## src/rtl/sid_voice_mixer_if.sv

```systemverilog
// Bus interface for sid_voice_mixer: the sample strobe, the register write
// port, the voice and filter sample inputs, and the mix results.
// The master modport drives the inputs and the slave modport is the mixer.
interface sid_voice_mixer_if #(
   parameter int NUM_VOICES = 3,
   parameter int SAMPLE_W   = 16
);
   logic                               clkEn;
   logic                               iWE;
   logic        [4:0]                  iAddr;
   logic        [7:0]                  iDataW;
   logic        [NUM_VOICES*SAMPLE_W-1:0] iVoices;
   logic signed [SAMPLE_W-1:0]         iFiltLP;
   logic signed [SAMPLE_W-1:0]         iFiltBP;
   logic signed [SAMPLE_W-1:0]         iFiltHP;
   logic signed [SAMPLE_W-1:0]         oPreFilter;
   logic signed [SAMPLE_W-1:0]         oBypass;
   logic signed [SAMPLE_W-1:0]         oOut;
   logic                               oValid;
   logic                               oBusy;
   logic                               oOverrun;

   modport master (
      output clkEn, iWE, iAddr, iDataW, iVoices, iFiltLP, iFiltBP, iFiltHP,
      input  oPreFilter, oBypass, oOut, oValid, oBusy, oOverrun
   );

   modport slave (
      input  clkEn, iWE, iAddr, iDataW, iVoices, iFiltLP, iFiltBP, iFiltHP,
      output oPreFilter, oBypass, oOut, oValid, oBusy, oOverrun
   );
endinterface

```

## src/rtl/sid_voice_mixer.sv

```systemverilog
// Time-multiplexed SID voice mixer and master-volume stage.
// Each clkEn snapshots the voices and registers, accumulates one voice per
// cycle into the filter-input or bypass sum, adds the selected filter
// outputs (and the mixer DC offset), clips, and scales by the 4-bit volume.
// Optional feature: define SID_MIXER_DC_EN to add DC_OFFSET after the filter;
// without it the DC term is zero.
module sid_voice_mixer #(
   parameter int NUM_VOICES     = 3,
   parameter int SAMPLE_W       = 16,
   parameter int HEADROOM_SHIFT = 3,
   parameter int BASE_ADDR      = 'h17,
   parameter int DC_OFFSET      = -3746
) (
   input logic              clk,
   input logic              iRstN,
   sid_voice_mixer_if.slave bus
);

   localparam int R_BYTES = (NUM_VOICES + 7) / 8;
   localparam int IDX_W   = (NUM_VOICES > 1) ? $clog2(NUM_VOICES) : 1;
   localparam int ACC_W   = SAMPLE_W + $clog2(NUM_VOICES) + 1;
   localparam int POST_W  = SAMPLE_W + 3;
   localparam int WIDE_W  = (ACC_W > POST_W) ? ACC_W : POST_W;
   localparam int VOICES_W = NUM_VOICES * SAMPLE_W;

   localparam logic [4:0] CTRL_ADDR = 5'(BASE_ADDR + R_BYTES);
   localparam logic [IDX_W-1:0] LAST_IDX = IDX_W'(NUM_VOICES - 1);

   localparam logic signed [WIDE_W-1:0] SAT_MAX =
      WIDE_W'((longint'(1) << (SAMPLE_W - 1)) - 1);
   localparam logic signed [WIDE_W-1:0] SAT_MIN =
      WIDE_W'(-(longint'(1) << (SAMPLE_W - 1)));

`ifdef SID_MIXER_DC_EN
   localparam logic signed [POST_W-1:0] DC_TERM = POST_W'(DC_OFFSET);
`else
   // DC_OFFSET is multiplied out so the parameter stays referenced.
   localparam logic signed [POST_W-1:0] DC_TERM = POST_W'(DC_OFFSET * 0);
`endif

   typedef enum logic [1:0] {IDLE, ACC, SUM, VOL} state_t;

   // Clamp a wide signed value into the SAMPLE_W signed range.
   function automatic logic signed [SAMPLE_W-1:0] sat(
      input logic signed [WIDE_W-1:0] x
   );
      if (x > SAT_MAX) begin
         return SAMPLE_W'(SAT_MAX);
      end else if (x < SAT_MIN) begin
         return SAMPLE_W'(SAT_MIN);
      end else begin
         return SAMPLE_W'(x);
      end
   endfunction

   // Programmable registers
   logic [NUM_VOICES-1:0] route_q;
   logic [2:0]            mode_q;
   logic                  last_off_q;
   logic [3:0]            vol_q;

   // Per-mix snapshot and datapath state
   state_t                     state_q, state_d;
   logic [IDX_W-1:0]           idx_q, idx_d;
   logic [VOICES_W-1:0]        snap_voices_q, snap_voices_d;
   logic [NUM_VOICES-1:0]      snap_route_q, snap_route_d;
   logic [2:0]                 snap_mode_q, snap_mode_d;
   logic                       snap_last_off_q, snap_last_off_d;
   logic [3:0]                 snap_vol_q, snap_vol_d;
   logic signed [ACC_W-1:0]    pre_acc_q, pre_acc_d;
   logic signed [ACC_W-1:0]    byp_acc_q, byp_acc_d;
   logic signed [SAMPLE_W-1:0] pre_sat_q, pre_sat_d;
   logic signed [SAMPLE_W-1:0] byp_sat_q, byp_sat_d;
   logic signed [SAMPLE_W-1:0] clip_q, clip_d;
   logic signed [SAMPLE_W-1:0] pre_o_q, pre_o_d;
   logic signed [SAMPLE_W-1:0] byp_o_q, byp_o_d;
   logic signed [SAMPLE_W-1:0] out_q, out_d;
   logic                       valid_q, valid_d;
   logic                       overrun_q, overrun_d;

   // Combinational helpers
   logic signed [SAMPLE_W-1:0]   voice_sel;
   logic signed [SAMPLE_W-1:0]   voice_shr;
   logic signed [ACC_W-1:0]      voice_ext;
   logic                         route_sel;
   logic signed [SAMPLE_W-1:0]   byp_sat_now;
   logic signed [POST_W-1:0]     lp_term, bp_term, hp_term, post;
   logic signed [SAMPLE_W+3:0]   vol_prod;

   // Register file writes; routing bits for nonexistent voices are not stored.
   // NOTE: sequential state uses non-blocking assignments so every flop
   // samples values from before the edge, independent of statement order.
   always_ff @(posedge clk or negedge iRstN) begin
      if (!iRstN) begin
         route_q    <= '0;
         mode_q     <= '0;
         last_off_q <= 1'b0;
         vol_q      <= 4'hF;
      end else if (bus.iWE) begin
         for (int j = 0; j < NUM_VOICES; j++) begin
            if (bus.iAddr == 5'(BASE_ADDR + j / 8)) begin
               route_q[j] <= bus.iDataW[j % 8];
            end
         end
         if (bus.iAddr == CTRL_ADDR) begin
            last_off_q <= bus.iDataW[7];
            mode_q     <= bus.iDataW[6:4];
            vol_q      <= bus.iDataW[3:0];
         end
      end
   end

   // Select the current voice sample and its routing bit from the snapshot.
   always_comb begin
      voice_sel = '0;
      route_sel = 1'b0;
      for (int k = 0; k < NUM_VOICES; k++) begin
         if (idx_q == IDX_W'(k)) begin
            voice_sel = snap_voices_q[k*SAMPLE_W +: SAMPLE_W];
            route_sel = snap_route_q[k];
         end
      end
   end

   assign voice_shr = voice_sel >>> HEADROOM_SHIFT;
   assign voice_ext = ACC_W'(voice_shr);

   // Post-filter sum uses the clipped bypass so POST_W cannot overflow for
   // any voice count; the filter taps are sampled while in SUM.
   assign byp_sat_now = sat(WIDE_W'(byp_acc_q));
   assign lp_term     = snap_mode_q[0] ? POST_W'(bus.iFiltLP) : '0;
   assign bp_term     = snap_mode_q[1] ? POST_W'(bus.iFiltBP) : '0;
   assign hp_term     = snap_mode_q[2] ? POST_W'(bus.iFiltHP) : '0;
   assign post        = POST_W'(byp_sat_now) + DC_TERM + lp_term + bp_term + hp_term;

   // Volume is zero-extended so the product stays a signed multiply.
   assign vol_prod = (SAMPLE_W + 4)'(clip_q) * (SAMPLE_W + 4)'($signed({1'b0, snap_vol_q}));

   // Next-state and datapath decode for the IDLE/ACC/SUM/VOL sequence.
   // NOTE: every variable gets a default first so no path infers a latch.
   always_comb begin
      state_d         = state_q;
      idx_d           = idx_q;
      snap_voices_d   = snap_voices_q;
      snap_route_d    = snap_route_q;
      snap_mode_d     = snap_mode_q;
      snap_last_off_d = snap_last_off_q;
      snap_vol_d      = snap_vol_q;
      pre_acc_d       = pre_acc_q;
      byp_acc_d       = byp_acc_q;
      pre_sat_d       = pre_sat_q;
      byp_sat_d       = byp_sat_q;
      clip_d          = clip_q;
      pre_o_d         = pre_o_q;
      byp_o_d         = byp_o_q;
      out_d           = out_q;
      valid_d         = 1'b0;
      overrun_d       = overrun_q | (bus.clkEn && (state_q != IDLE));

      case (state_q)
         IDLE: begin
            if (bus.clkEn) begin
               snap_voices_d   = bus.iVoices;
               snap_route_d    = route_q;
               snap_mode_d     = mode_q;
               snap_last_off_d = last_off_q;
               snap_vol_d      = vol_q;
               pre_acc_d       = '0;
               byp_acc_d       = '0;
               idx_d           = '0;
               state_d         = ACC;
            end
         end
         ACC: begin
            if (route_sel) begin
               pre_acc_d = pre_acc_q + voice_ext;
            end else if (!(idx_q == LAST_IDX && snap_last_off_q)) begin
               byp_acc_d = byp_acc_q + voice_ext;
            end
            if (idx_q == LAST_IDX) begin
               state_d = SUM;
            end else begin
               idx_d = idx_q + IDX_W'(1);
            end
         end
         SUM: begin
            pre_sat_d = sat(WIDE_W'(pre_acc_q));
            byp_sat_d = byp_sat_now;
            clip_d    = sat(WIDE_W'(post));
            state_d   = VOL;
         end
         VOL: begin
            pre_o_d = pre_sat_q;
            byp_o_d = byp_sat_q;
            out_d   = SAMPLE_W'(vol_prod >>> 4);
            valid_d = 1'b1;
            state_d = IDLE;
         end
         default: state_d = IDLE;
      endcase
   end

   // FSM state register.
   always_ff @(posedge clk or negedge iRstN) begin
      if (!iRstN) begin
         state_q <= IDLE;
      end else begin
         state_q <= state_d;
      end
   end

   // Datapath registers; reset discards any mix in progress.
   // NOTE: the snapshot and accumulators are reset too, so no X can reach
   // the outputs even if the FSM is forced through an unusual sequence.
   always_ff @(posedge clk or negedge iRstN) begin
      if (!iRstN) begin
         idx_q           <= '0;
         snap_voices_q   <= '0;
         snap_route_q    <= '0;
         snap_mode_q     <= '0;
         snap_last_off_q <= 1'b0;
         snap_vol_q      <= '0;
         pre_acc_q       <= '0;
         byp_acc_q       <= '0;
         pre_sat_q       <= '0;
         byp_sat_q       <= '0;
         clip_q          <= '0;
         pre_o_q         <= '0;
         byp_o_q         <= '0;
         out_q           <= '0;
         valid_q         <= 1'b0;
         overrun_q       <= 1'b0;
      end else begin
         idx_q           <= idx_d;
         snap_voices_q   <= snap_voices_d;
         snap_route_q    <= snap_route_d;
         snap_mode_q     <= snap_mode_d;
         snap_last_off_q <= snap_last_off_d;
         snap_vol_q      <= snap_vol_d;
         pre_acc_q       <= pre_acc_d;
         byp_acc_q       <= byp_acc_d;
         pre_sat_q       <= pre_sat_d;
         byp_sat_q       <= byp_sat_d;
         clip_q          <= clip_d;
         pre_o_q         <= pre_o_d;
         byp_o_q         <= byp_o_d;
         out_q           <= out_d;
         valid_q         <= valid_d;
         overrun_q       <= overrun_d;
      end
   end

   assign bus.oPreFilter = pre_o_q;
   assign bus.oBypass    = byp_o_q;
   assign bus.oOut       = out_q;
   assign bus.oValid     = valid_q;
   assign bus.oBusy      = (state_q != IDLE) || valid_q;
   assign bus.oOverrun   = overrun_q;

endmodule

```

## src/flat_wrapper.sv

```systemverilog
// flat-port wrapper written by rule: the top's interface ports become plain ports
module sid_voice_mixer_flat 
#(
   parameter int NUM_VOICES     = 3,
   parameter int SAMPLE_W       = 16,
   parameter int HEADROOM_SHIFT = 3,
   parameter int BASE_ADDR      = 'h17,
   parameter int DC_OFFSET      = -3746
)
  (clk, iRstN, bus_clkEn, bus_iWE, bus_iAddr, bus_iDataW, bus_iVoices, bus_iFiltLP, bus_iFiltBP, bus_iFiltHP, bus_oPreFilter, bus_oBypass, bus_oOut, bus_oValid, bus_oBusy, bus_oOverrun);
  sid_voice_mixer_if #(.NUM_VOICES(NUM_VOICES), .SAMPLE_W(SAMPLE_W)) bus_i ();
  input logic clk;
  input logic iRstN;
  input wire logic [$bits(bus_i.clkEn)-1:0] bus_clkEn;
  input wire logic [$bits(bus_i.iWE)-1:0] bus_iWE;
  input wire logic [$bits(bus_i.iAddr)-1:0] bus_iAddr;
  input wire logic [$bits(bus_i.iDataW)-1:0] bus_iDataW;
  input wire logic [$bits(bus_i.iVoices)-1:0] bus_iVoices;
  input wire logic [$bits(bus_i.iFiltLP)-1:0] bus_iFiltLP;
  input wire logic [$bits(bus_i.iFiltBP)-1:0] bus_iFiltBP;
  input wire logic [$bits(bus_i.iFiltHP)-1:0] bus_iFiltHP;
  output wire logic [$bits(bus_i.oPreFilter)-1:0] bus_oPreFilter;
  output wire logic [$bits(bus_i.oBypass)-1:0] bus_oBypass;
  output wire logic [$bits(bus_i.oOut)-1:0] bus_oOut;
  output wire logic [$bits(bus_i.oValid)-1:0] bus_oValid;
  output wire logic [$bits(bus_i.oBusy)-1:0] bus_oBusy;
  output wire logic [$bits(bus_i.oOverrun)-1:0] bus_oOverrun;
  assign bus_i.clkEn = bus_clkEn;
  assign bus_i.iWE = bus_iWE;
  assign bus_i.iAddr = bus_iAddr;
  assign bus_i.iDataW = bus_iDataW;
  assign bus_i.iVoices = bus_iVoices;
  assign bus_i.iFiltLP = bus_iFiltLP;
  assign bus_i.iFiltBP = bus_iFiltBP;
  assign bus_i.iFiltHP = bus_iFiltHP;
  assign bus_oPreFilter = bus_i.oPreFilter;
  assign bus_oBypass = bus_i.oBypass;
  assign bus_oOut = bus_i.oOut;
  assign bus_oValid = bus_i.oValid;
  assign bus_oBusy = bus_i.oBusy;
  assign bus_oOverrun = bus_i.oOverrun;
  sid_voice_mixer #(.NUM_VOICES(NUM_VOICES), .SAMPLE_W(SAMPLE_W), .HEADROOM_SHIFT(HEADROOM_SHIFT), .BASE_ADDR(BASE_ADDR), .DC_OFFSET(DC_OFFSET)) u_core (.clk(clk), .iRstN(iRstN), .bus(bus_i));
endmodule
```

## config.mk

```make
export PLATFORM = sky130hd
export DESIGN_NAME = sid_voice_mixer_flat
export DESIGN_NICKNAME = d
export VERILOG_FILES = /design/src/rtl/sid_voice_mixer_if.sv /design/src/rtl/sid_voice_mixer.sv /design/src/flat_wrapper.sv
export SDC_FILE = /design/constraint.sdc
export NUM_CORES = 1
export LEC_CHECK = 0
export CORE_UTILIZATION = 48
export DETAILED_ROUTE_END_ITERATION = 10
export MAX_ROUTING_LAYER = met4
export PLACE_DENSITY = 0.73
export SLEW_MARGIN = 5
export SYNTH_ARGS = -nofsm -noshare
export SYNTH_HDL_FRONTEND = slang
export SYNTH_SLANG_ARGS = --single-unit
export TNS_END_PERCENT = 10
```

## constraint.sdc

```tcl
create_clock -name clk -period 9.85 [get_ports clk]
set_input_delay 1.97 -clock clk [delete_from_list [all_inputs] [get_ports clk]]
set_output_delay 1.97 -clock clk [all_outputs]
set_load 0.02 [all_outputs]
```

==> flow_metrics.env <==
export IMPL_crit_path_end_kind="flip-flop"
export IMPL_final_common_cell="dfrtp_1"
export IMPL_synth_distinct_cells=65
export IMPL_max_freq_ghz=0.168
export IMPL_htreeDepth=1
export IMPL_fp_dieW_um=171
export IMPL_swShare=0.453
export IMPL_synth_edf_count=0
export IMPL_grt_use_met3=0.0368
export IMPL_root_buffer="clkbuf_16"
export IMPL_dieHeight_um=171
export IMPL_grt_pass1_vias=10263
export IMPL_drt_iter0_drc=445
export IMPL_wire_per_inst_um=16.0
export IMPL_p_per_area_mw_per_mm2=397
export IMPL_arrival_ns=6.32
export IMPL_grt_busiest_layer="met2"
export IMPL_use_met1=0.274
export IMPL_setup_viol=0
export IMPL_vias=10163
export IMPL_p_switching_w=0.00294
export IMPL_leakagePower_nw=7.74
export IMPL_rows=61
export IMPL_gr_usage_met2=0.363
export IMPL_hold_path_class="reg2reg"
export IMPL_final_min_period_over_clock_period=0.603
export IMPL_ctsLongestPathBuffers=3
export IMPL_internal_power_w=0.00355
export IMPL_cts_buffers=24
export IMPL_synth_top_family_by_area="adder cells"
export IMPL_cts_resized=0
export IMPL_seqPwrFrac=0.230
export IMPL_postCtsSetupRepairBufs=0
export IMPL_start_util=0.490
export IMPL_status="finished, final reports clean"
export IMPL_grt_max_degree=79
export IMPL_clock_skew_ns=0.0220
export IMPL_clk_latency_ns=0.53
export IMPL_antenna_found_initial=0
export IMPL_rsz0062_at_grt="false"
export IMPL_layout_drive_gt1_share=0.125
export IMPL_drt_first_pass_iters=4
export IMPL_maxCapViolations=0
export IMPL_viasPerCell=5.35
export IMPL_numPortBuffers=154
export IMPL_synth_seq_cells=201
export IMPL_area_growth_pct=19.8
export IMPL_fin_cells=1901
export IMPL_clock_sinks=201
export IMPL_yosys_warnings=0
export IMPL_irDropWorstVdd_uv=198
export IMPL_critPathLaunchType="input port"
export IMPL_finalWeightedCongestion=0.915
export IMPL_final_util=0.587
export IMPL_ioPinCount=164
export IMPL_reg2reg_from="u_core.snap_mode_q[2]"
export IMPL_ant_nets=0
export IMPL_slew_viol_final=0
export IMPL_synth_mux_area_frac=0.100
export IMPL_async_flop_share=1.00
export IMPL_ys_seq_area_frac=0.369
export IMPL_wl_um=30300
export IMPL_path_class="in2reg"
export IMPL_final_cell_mix="197 x dfrtp_1, 153 x nand2_1, 153 x clkdlybuf4s50_1, 145 x inv_1, 118 x mux2_2"
export IMPL_timing_final_crit_period_ns=5.94
export IMPL_drc=0
export IMPL_synth_compound_area_frac=0.139
export IMPL_grt_overflow_total=0
export IMPL_combPwrFrac=0.629
export IMPL_crit_fanout=8
export IMPL_synth_main_ff_cell="dfrtp_1"
export IMPL_syn_nets=1645
export IMPL_synthAdderAreaFrac=0.186
export IMPL_tightest_slew_ns=1.15
export IMPL_relSlewSlack=0.231
export IMPL_required_ns=10.22
export IMPL_cts_tree="yes"
export IMPL_yosys_area_share_simple=0.116
export IMPL_ctsHoldBuffers=0
export IMPL_critPathLaunch="bus_iFiltHP[1]"
export IMPL_synthXorXnorAreaFrac=0.0359
export IMPL_hpwl_um=22700
export IMPL_tns_ns=0
export IMPL_place_inst=1857
export IMPL_layout_nets=1781
export IMPL_clk_pin_slew_ns=0.06
export IMPL_fp_coreArea_mm2=0.0279
export IMPL_syn_inst=1369
export IMPL_clkPwrFrac=0.141
export IMPL_hold_viol_final=0
export IMPL_die_area_mm2=0.0291
export IMPL_grt_pass1_wl_um=50000
export IMPL_n_antenna_cell=0
export IMPL_hp_start="u_core.bus.oOut[4]"
export IMPL_syn_avg_cell_area_um2=9.98
export IMPL_syn_cell_area_mm2=0.0137
export IMPL_grtUsageTotal=0.221
[worst paths after layout]
path	to	slack, ns	depth (start not counted)
min reg2reg	u_core.bus.oOut[4]	0.49	1
max in group asynchronous	u_core.pre_acc_q[17]	7.12	2
min in group asynchronous	u_core.bus.oBypass[11]	1.38	1
max	u_core.clip_q[3]	3.91	15
max reg2reg	u_core.clip_q[3]	4.91	14
min	u_core.bus.oOut[4]	0.49	1
[layout make-up]
cell class	count	area, um2
Inverter	146	548
Tap cell	378	473
Timing Repair Buffer	161	1600
Fill cell	2384	11500
Clock inverter	15	178
Multi-Input combinational cell	971	7880
Clock buffer	29	649
Sequential cell	201	5030
[logic make-up (layout without fill, tap and decap cells)]
group,Yosys count,after routing
XOR/XNOR,56,56
adder cells (fa/ha/maj),163,163
flip-flops,201,201
AO/OA/AOI/OAI,285,285
buffers and inverters,197,351
AND/OR/NAND/NOR,345,345
multiplexers,122,122
[power groups by stage]
stage	clock network, W	logic, W	registers [W]
after floorplan	0	0.00305	0.00148
after global placement	0	0.00397	0.00150
after detailed placement	0	0.00408	0.00152
after CTS	0.000937	0.00411	0.00150
after global routing	0.000969	0.00459	0.00155
final	0.000912	0.00409	0.00150
[routing by layer]
metal / vias to the layer above / wire [um]
met5: - / 0
met4: 0 / 1120
met3: 67 / 1580
met2: 232 / 14300
met1: 4924 / 13300
li1: 4940 / -
[worst max-delay path, stage by stage]
cell	delay, ns
clkdlybuf4s50_1	0.46
nand2_1	0.07
fa_1	0.60
fa_1	0.53
inv_1	0.04
ha_1	0.23
fa_1	0.42
a21oi_1	0.28
o21ai_1	0.14
a31oi_1	0.25
o22ai_1	0.15
o41ai_2	0.27
xnor2_1	0.20
a31oi_1	0.54
o21bai_1	0.16
[sequential cells by signal (all words and copies together), names as in the netlist, 2 cells and up]
signal / cells
u_core.state_q: 2
u_core.bus.oOut: 16
u_core.pre_acc_q: 19
u_core.snap_voices_q: 39
u_core.snap_mode_q: 3
u_core.byp_acc_q: 19
u_core.mode_q: 3
u_core.clip_q: 16
u_core.byp_sat_q: 16
u_core.snap_vol_q: 4
u_core.route_q: 3
u_core.vol_q: 4
u_core.snap_route_q: 3
u_core.bus.oBypass: 16
u_core.pre_sat_q: 16
u_core.bus.oPreFilter: 16
u_core.idx_q: 2
[stage by stage]
stage	setup slack (ns)	power (W)	cell area [um2]	hold WS, ns
after floorplan	4.33	0.00452	13700	0.475
after global placement	3.49	0.00547	15500	0.440
after detailed placement	3.43	0.00559	15500	0.463
after CTS	3.93	0.00655	16400	0.482
after global routing	3.69	0.00710	16400	0.511
final	3.91	0.00649	16400	0.486
[cell usage after synthesis (all sizes together), types with 8 or more instances]
master | count | area [um2]
a21o | 28 | 210
a21oi | 67 | 335
a22o | 14 | 123
a31oi | 8 | 56.3
and2 | 49 | 307
and3 | 9 | 56.3
buf | 13 | 57.6
clkbuf | 38 | 143
dfrtp | 197 | 4930
fa | 66 | 1320
ha | 97 | 1210
inv | 145 | 544
mux2 | 118 | 1330
nand2 | 154 | 578
nand2b | 10 | 62.6
nand3 | 13 | 65.1
nor2 | 62 | 233
nor2b | 12 | 75.1
nor3 | 18 | 90.1
o21ai | 78 | 394
o21bai | 16 | 124
o22ai | 16 | 100
xnor2 | 31 | 272
xor2 | 25 | 219
Power figures use the tool's default switching activity.
==> patch 1 (same settings) <==
Encoding of `state_t`: now one-hot (4 bits for 4 states).
--- a/src/rtl/sid_voice_mixer.sv
+++ b/src/rtl/sid_voice_mixer.sv
@@ -38,7 +38,7 @@
    localparam logic signed [POST_W-1:0] DC_TERM = POST_W'(DC_OFFSET * 0);
 `endif
 
-   typedef enum logic [1:0] {IDLE, ACC, SUM, VOL} state_t;
+   typedef enum logic [3:0] {IDLE = 4'b0001, ACC = 4'b0010, SUM = 4'b0100, VOL = 4'b1000} state_t;
 
    // Clamp a wide signed value into the SAMPLE_W signed range.
    function automatic logic signed [SAMPLE_W-1:0] sat(
Function: same outputs for any inputs over 4 cycles, from zero or initial values and one cycle with iRstN low; so few cycles prove little.
==> patch 1 against the original RTL <==
  * Sequential cell count rose by 2
  * Final area fell by 0.22%
  * Clock skew decreased by 14 ps
  * Wire length increased by 6.1%
  * Critical path depth unchanged
  * Worst setup slack better by 29 ps
  * Sequential power decreased by 15%
  * Area after synthesis down 0.16%
  * Power shrank 22%
  * Fmax grew 0.50%
  * Largest cell class unchanged
==> patch 1: results (changes against the original RTL) <==
outcome: "finished, final reports clean"
drt_iter0_markers: 638  # +43%
cts_buffers: 24  # unchanged
portBuffers: 154  # unchanged
hold_class: "register to register"
p_leak_nw: 8.01  # +3.5%
cts_root_buf: "clkbuf_16"
slowest_delay_ps: 560  # -40 ps
crit_path_start: "bus_iFiltHP[1]"
cp.arrival_ps: 6360  # +40 ps
globalplace.congestion: 0.929  # +1.5%
r2r_slack_ps: 4730  # -180 ps
ys_seq_area_share_pct: 37.3  # +0.43 points
yosysWarnings: 0  # unchanged
max_freq_ghz: 0.169  # +0.50%
cts_buffer_depth: 3  # unchanged
ir_worst_vdd_v: 0.000179  # -9.7%
reg_top3: "u_core.snap_voices_q (39), u_core.byp_acc_q (19), u_core.pre_acc_q (19)"
placed_area_um2: 15500  # -0.11%
grt_max_degree: 127  # +61%
clock_net_power_mw: 0.910  # about the same
dp.cells: 1927  # +3.8%
syn_nets: 1711  # +4.0%
yosys-top-cells-area: "dfrtp_1 (36%), fa_1 (9.7%), ha_1 (8.4%)"
combinationalPowerShare_pct: 57.0  # -5.9 points
fill_cells: 2400  # +0.67%
min_from: "u_core.pre_sat_q[4]$_DFFE_PN0P_"
clk_pin_slew_ps: 60  # about the same
ys_top_cells_by_count: "nand2_1 (303), dfrtp_1 (198), inv_1 (121), o21ai_0 (97), ha_1 (92)"
h-tree-depth: 1  # unchanged
pre_cts_slack_ps: 3450  # +19.3 ps
ys_types: 66  # +1.5%
cts_setup_buffers: 0  # unchanged
diodes: 0  # unchanged
drtPass1Iterations: 6  # +2
slew-limit-headroom_pct: 30.5  # +7.4 points
postSynthCellCount: 1440  # +5.2%
clk_latency_ps: 510  # -20 ps
fin_nets: 1846  # +3.6%
detailed_place_hpwl_um: 23900  # +5.4%
holdWs_ps: 462  # -24.0 ps
detail_route.vias_per_cell: 5.46  # +2.2%
drive_gt1_share_pct: 8.10  # -4.4 points
vias: 10800  # +5.9%
grt_first_pass_wirelength_um: 52800  # +5.5%
antenna_found_initial: 0  # unchanged
power_combinational_mw: 2.89  # -29%
grt_usage_pct: 23.5  # +1.3 points
path_delay_family: "adder cells"
r2r-start: "u_core.byp_acc_q[18]$_DFFE_PN0P_"
finClkSkew_ps: 7.70  # -14.3 ps
cp_max_fo: 14  # +6
p_sw_share_pct: 43.8  # -1.5 points
post_drt_wl_per_cell_um: 16.3  # +2.4%
## patch 1: changes by cell type after synthesis, moves of 8 or more
cell      delta
a221o_1     +16
a21oi_1     -15
o21ai_0     +22
nor2_1      -27
a22oi_1     +11
nand2_1    +149
nor3_1       -8
nand3_1     +10
mux2_2      -56
o22ai_1     -16
inv_1       -24
clkbuf_1    +11
## patch 1: worst paths after layout
path | to | cells past startpoint
setup / recovery | u_core.clip_q[11]$_DFFE_PN0P_ | 15
max in group asynchronous | u_core.snap_voices_q[14]$_DFFE_PN0P_ | 2
setup reg to reg | u_core.clip_q[11]$_DFFE_PN0P_ | 14
min in group asynchronous | u_core.bus.oOut[11]$_DFFE_PN0P_ | 1
hold / removal | u_core.bus.oPreFilter[4]$_DFFE_PN0P_ | 2
hold reg to reg | u_core.bus.oPreFilter[4]$_DFFE_PN0P_ | 2
## patch 1: kinds of logic after synthesis
kind of cell	Yosys count	synth area share [%]
flops	203	37.3
mux	65	5.34
buf+inv	177	4.94
compound gates	297	14.6
fa+ha+maj	158	18.1
xor+xnor	58	3.73
simple gates	482	15.9
## patch 1: final cells by class
class	count	area (um^2)	share of cell area (%)
clock inverter	6	108	0.659
inverter	122	458	2.80
tap	378	473	2.90
clock buffer	37	701	4.29
sequential	203	5090	31.2
multi-input combinational	1060	7880	48.3
timing repair buffer	164	1620	9.92
## patch 1: layer usage
| metal | GRT usage, % | vias up | wire length [um] |
|---|---|---|---|
| li1 | - | 5146 | - |
| met5 | - | - | 0 |
| met3 | 2.85 | 70 | 1760 |
| met1 | 32.5 | 5216 | 15200 |
| met2 | 35.7 | 329 | 14200 |
| met4 | 7.91 | 0 | 1060 |
## patch 1: worst min-delay path, delay by kind of cell, from the launching register on
kind	cells	cell delay [ps]
flip-flops	1	340
AND/OR/NAND/NOR	2	100
==> patch 2 (same flow settings) <==
Made on the original files. `NUM_VOICES` is set to 3 in 3 places; all go to 6.
--- a/src/rtl/sid_voice_mixer_if.sv
+++ b/src/rtl/sid_voice_mixer_if.sv
@@ -2,7 +2,7 @@
 // port, the voice and filter sample inputs, and the mix results.
 // The master modport drives the inputs and the slave modport is the mixer.
 interface sid_voice_mixer_if #(
-   parameter int NUM_VOICES = 3,
+   parameter int NUM_VOICES = 6,
    parameter int SAMPLE_W   = 16
 );
    logic                               clkEn;
--- a/src/rtl/sid_voice_mixer.sv
+++ b/src/rtl/sid_voice_mixer.sv
@@ -5,7 +5,7 @@
 // Optional feature: define SID_MIXER_DC_EN to add DC_OFFSET after the filter;
 // without it the DC term is zero.
 module sid_voice_mixer #(
-   parameter int NUM_VOICES     = 3,
+   parameter int NUM_VOICES     = 6,
    parameter int SAMPLE_W       = 16,
    parameter int HEADROOM_SHIFT = 3,
    parameter int BASE_ADDR      = 'h17,
--- a/src/flat_wrapper.sv
+++ b/src/flat_wrapper.sv
@@ -1,7 +1,7 @@
 // flat-port wrapper written by rule: the top's interface ports become plain ports
 module sid_voice_mixer_flat 
 #(
-   parameter int NUM_VOICES     = 3,
+   parameter int NUM_VOICES     = 6,
    parameter int SAMPLE_W       = 16,
    parameter int HEADROOM_SHIFT = 3,
    parameter int BASE_ADDR      = 'h17,
Interface: changed (resized bus_iVoices); port bits go from 164 to 212. No check against the original RTL was run, so the function may have changed too.
==> patch 2 against the original RTL <==
  * Non-clock buffer count is 40 higher
  * Die area increased by 18%
  * Global-route usage rose by 1.4 points
  * Worst setup slack got worse by 430 ps
  * Clock skew fell by 8.4 ps
  * Wire length grew 27%
  * Sequential cell count is 48 higher
  * Highest routed layer unchanged
  * Final area up 18%
  * Area after synthesis rose by 18%
  * Count of clock-buffer cells in the layout rose by 11
  * Register-to-register slack lost 660 ps
Power is left out: the tool's default activity adds up to more than one toggle a clock period on the data nets, which glitch-free logic cannot reach.
==> patch 2: results (changes against the original RTL) <==
outcome: "finished, final reports clean"
r2r_slack_ps: 4250  # -660 ps
cp-endpoint: "u_core.clip_q[5]$_DFFE_PN0P_"
grt_first_pass_wirelength_um: 62700  # +25%
drtPass1Iterations: 5  # +1
cp_max_fo: 15  # +7
drt_iter0_markers: 639  # +44%
ys_async_sr_fraction_pct: 100  # unchanged
globalplace.congestion: 0.879  # -4.0%
yosys-top-cells-area: "dfrtp_1 (38%), mux2_2 (11%), fa_1 (8.2%)"
hold_class: "register to register"
grt_max_degree: 119  # +51%
finClkSkew_ps: 13.6  # -8.42 ps
antenna_found_initial: 4  # +4
ys_seq_area_share_pct: 38.6  # +1.8 points
ys_top_cells_by_count: "dfrtp_1 (245), mux2_2 (162), nand2_1 (136), inv_1 (135), nor2_1 (116)"
clk_pin_slew_ps: 60  # about the same
drive_gt1_share_pct: 14.0  # +1.6 points
vias: 12200  # +20%
cp.arrival_ps: 6760  # +440 ps
syn_nets: 1906  # +16%
cts_buffer_depth: 3  # unchanged
cts-resized-gates: 0  # unchanged
yosysWarnings: 0  # unchanged
ys_types: 79  # +22%
grt_pass1_vias: 12600  # +23%
grt_usage_pct: 23.5  # +1.4 points
cts_root_buf: "clkbuf_16"
clk_latency_ps: 560  # +30 ps
reg_top3: "u_core.snap_voices_q (78), u_core.byp_acc_q (20), u_core.pre_acc_q (20)"
portBuffers: 193  # +25%
reg2reg_depth: 14  # unchanged
critPathCaptureType: "register"
fin_nets: 2072  # +16%
detailed_place_hpwl_um: 28400  # +25%
routed_wl_um: 38600  # +27%
worst_slew_pin_slew_ps: 1180  # +28.7 ps
r2r-start: "u_core.byp_acc_q[19]$_DFFE_PN0P_"
cts_buffers: 28  # +17%
[patch 2: cell count changes after synthesis, moves of 10 or more]
cell,change
inv_1,-10
nor2_1,+54
buf_1,-10
o2bb2ai_1,+14
clkbuf_1,+18
a221oi_1,+16
nand2_1,-18
mux2_2,+44
a22oi_1,+11
o21a_1,+19
a21oi_1,+19
o21bai_1,-13
dfrtp_1,+48
[patch 2: kinds of logic after synthesis]
group	count (synthesis)	share of synthesized area, %
AND/OR/NAND/NOR	392	11.4
AO/OA/AOI/OAI	352	14.6
flip-flops	249	38.6
buffers and inverters	200	4.90
adder cells (fa/ha/maj)	166	15.9
multiplexers	165	11.5
XOR/XNOR	55	2.98
[patch 2: critical path, cell delays in order]
cell and delay (ps):
clkdlybuf4s50_1 460, nand2_1 70, fa_1 600, fa_1 530, inv_1 40, ha_1 220
fa_1 430, a211oi_1 340, nor2_1 140, o2111ai_2 280, a2111o_1 220, nand3_2 170
nor4b_4 180, a211oi_2 900, o32ai_1 210
[patch 2: area by class of cell]
cell class,instances,area (um^2)
Fill cell,2824,13400
Multi-Input combinational cell,1130,9130
Sequential cell,249,6240
Timing Repair Buffer,201,2000
Clock buffer,40,796
Tap cell,442,553
Inverter,135,507
Clock inverter,11,133
Antenna cell,4,10.0
[patch 2: worst min-delay path by stage]
stage / from / cells after the start / to
after floorplan: u_core.byp_sat_q[13]$_DFFE_PN0P_ / 2 / u_core.byp_sat_q[13]$_DFFE_PN0P_
after global placement: u_core.bus.oOverrun$_DFF_PN0_ / 1 / u_core.bus.oOverrun$_DFF_PN0_
after detailed placement: u_core.bus.oOverrun$_DFF_PN0_ / 1 / u_core.bus.oOverrun$_DFF_PN0_
after CTS: u_core.bus.oOverrun$_DFF_PN0_ / 1 / u_core.bus.oOverrun$_DFF_PN0_
after global routing: u_core.bus.oOverrun$_DFF_PN0_ / 1 / u_core.bus.oOverrun$_DFF_PN0_
final: u_core.bus.oOverrun$_DFF_PN0_ / 1 / u_core.bus.oOverrun$_DFF_PN0_
[patch 2: metal layers]
layer,global-route usage (%),wire [um]
met2,40.1,18500
met4,6.08,979
met1,27.7,16600
met5,-,0
met3,5.78,2550
[patch 2: through the flow]
step / worst slack [ps] / hold WS [ps] / area, um^2 / util, % / instances
final: 3480 / 462 / 19400 / 59.0 / 2212
after global routing: 3260 / 491 / 19400 / 59.0 / 2212
after CTS: 3550 / 465 / 19300 / 59.0 / 2208
after detailed placement: 2960 / 446 / 18400 / 56.2 / 2157
after global placement: 3010 / 440 / 18400 / 56.2 / 2157
after floorplan: 4260 / 448 / 16100 / - / 1579
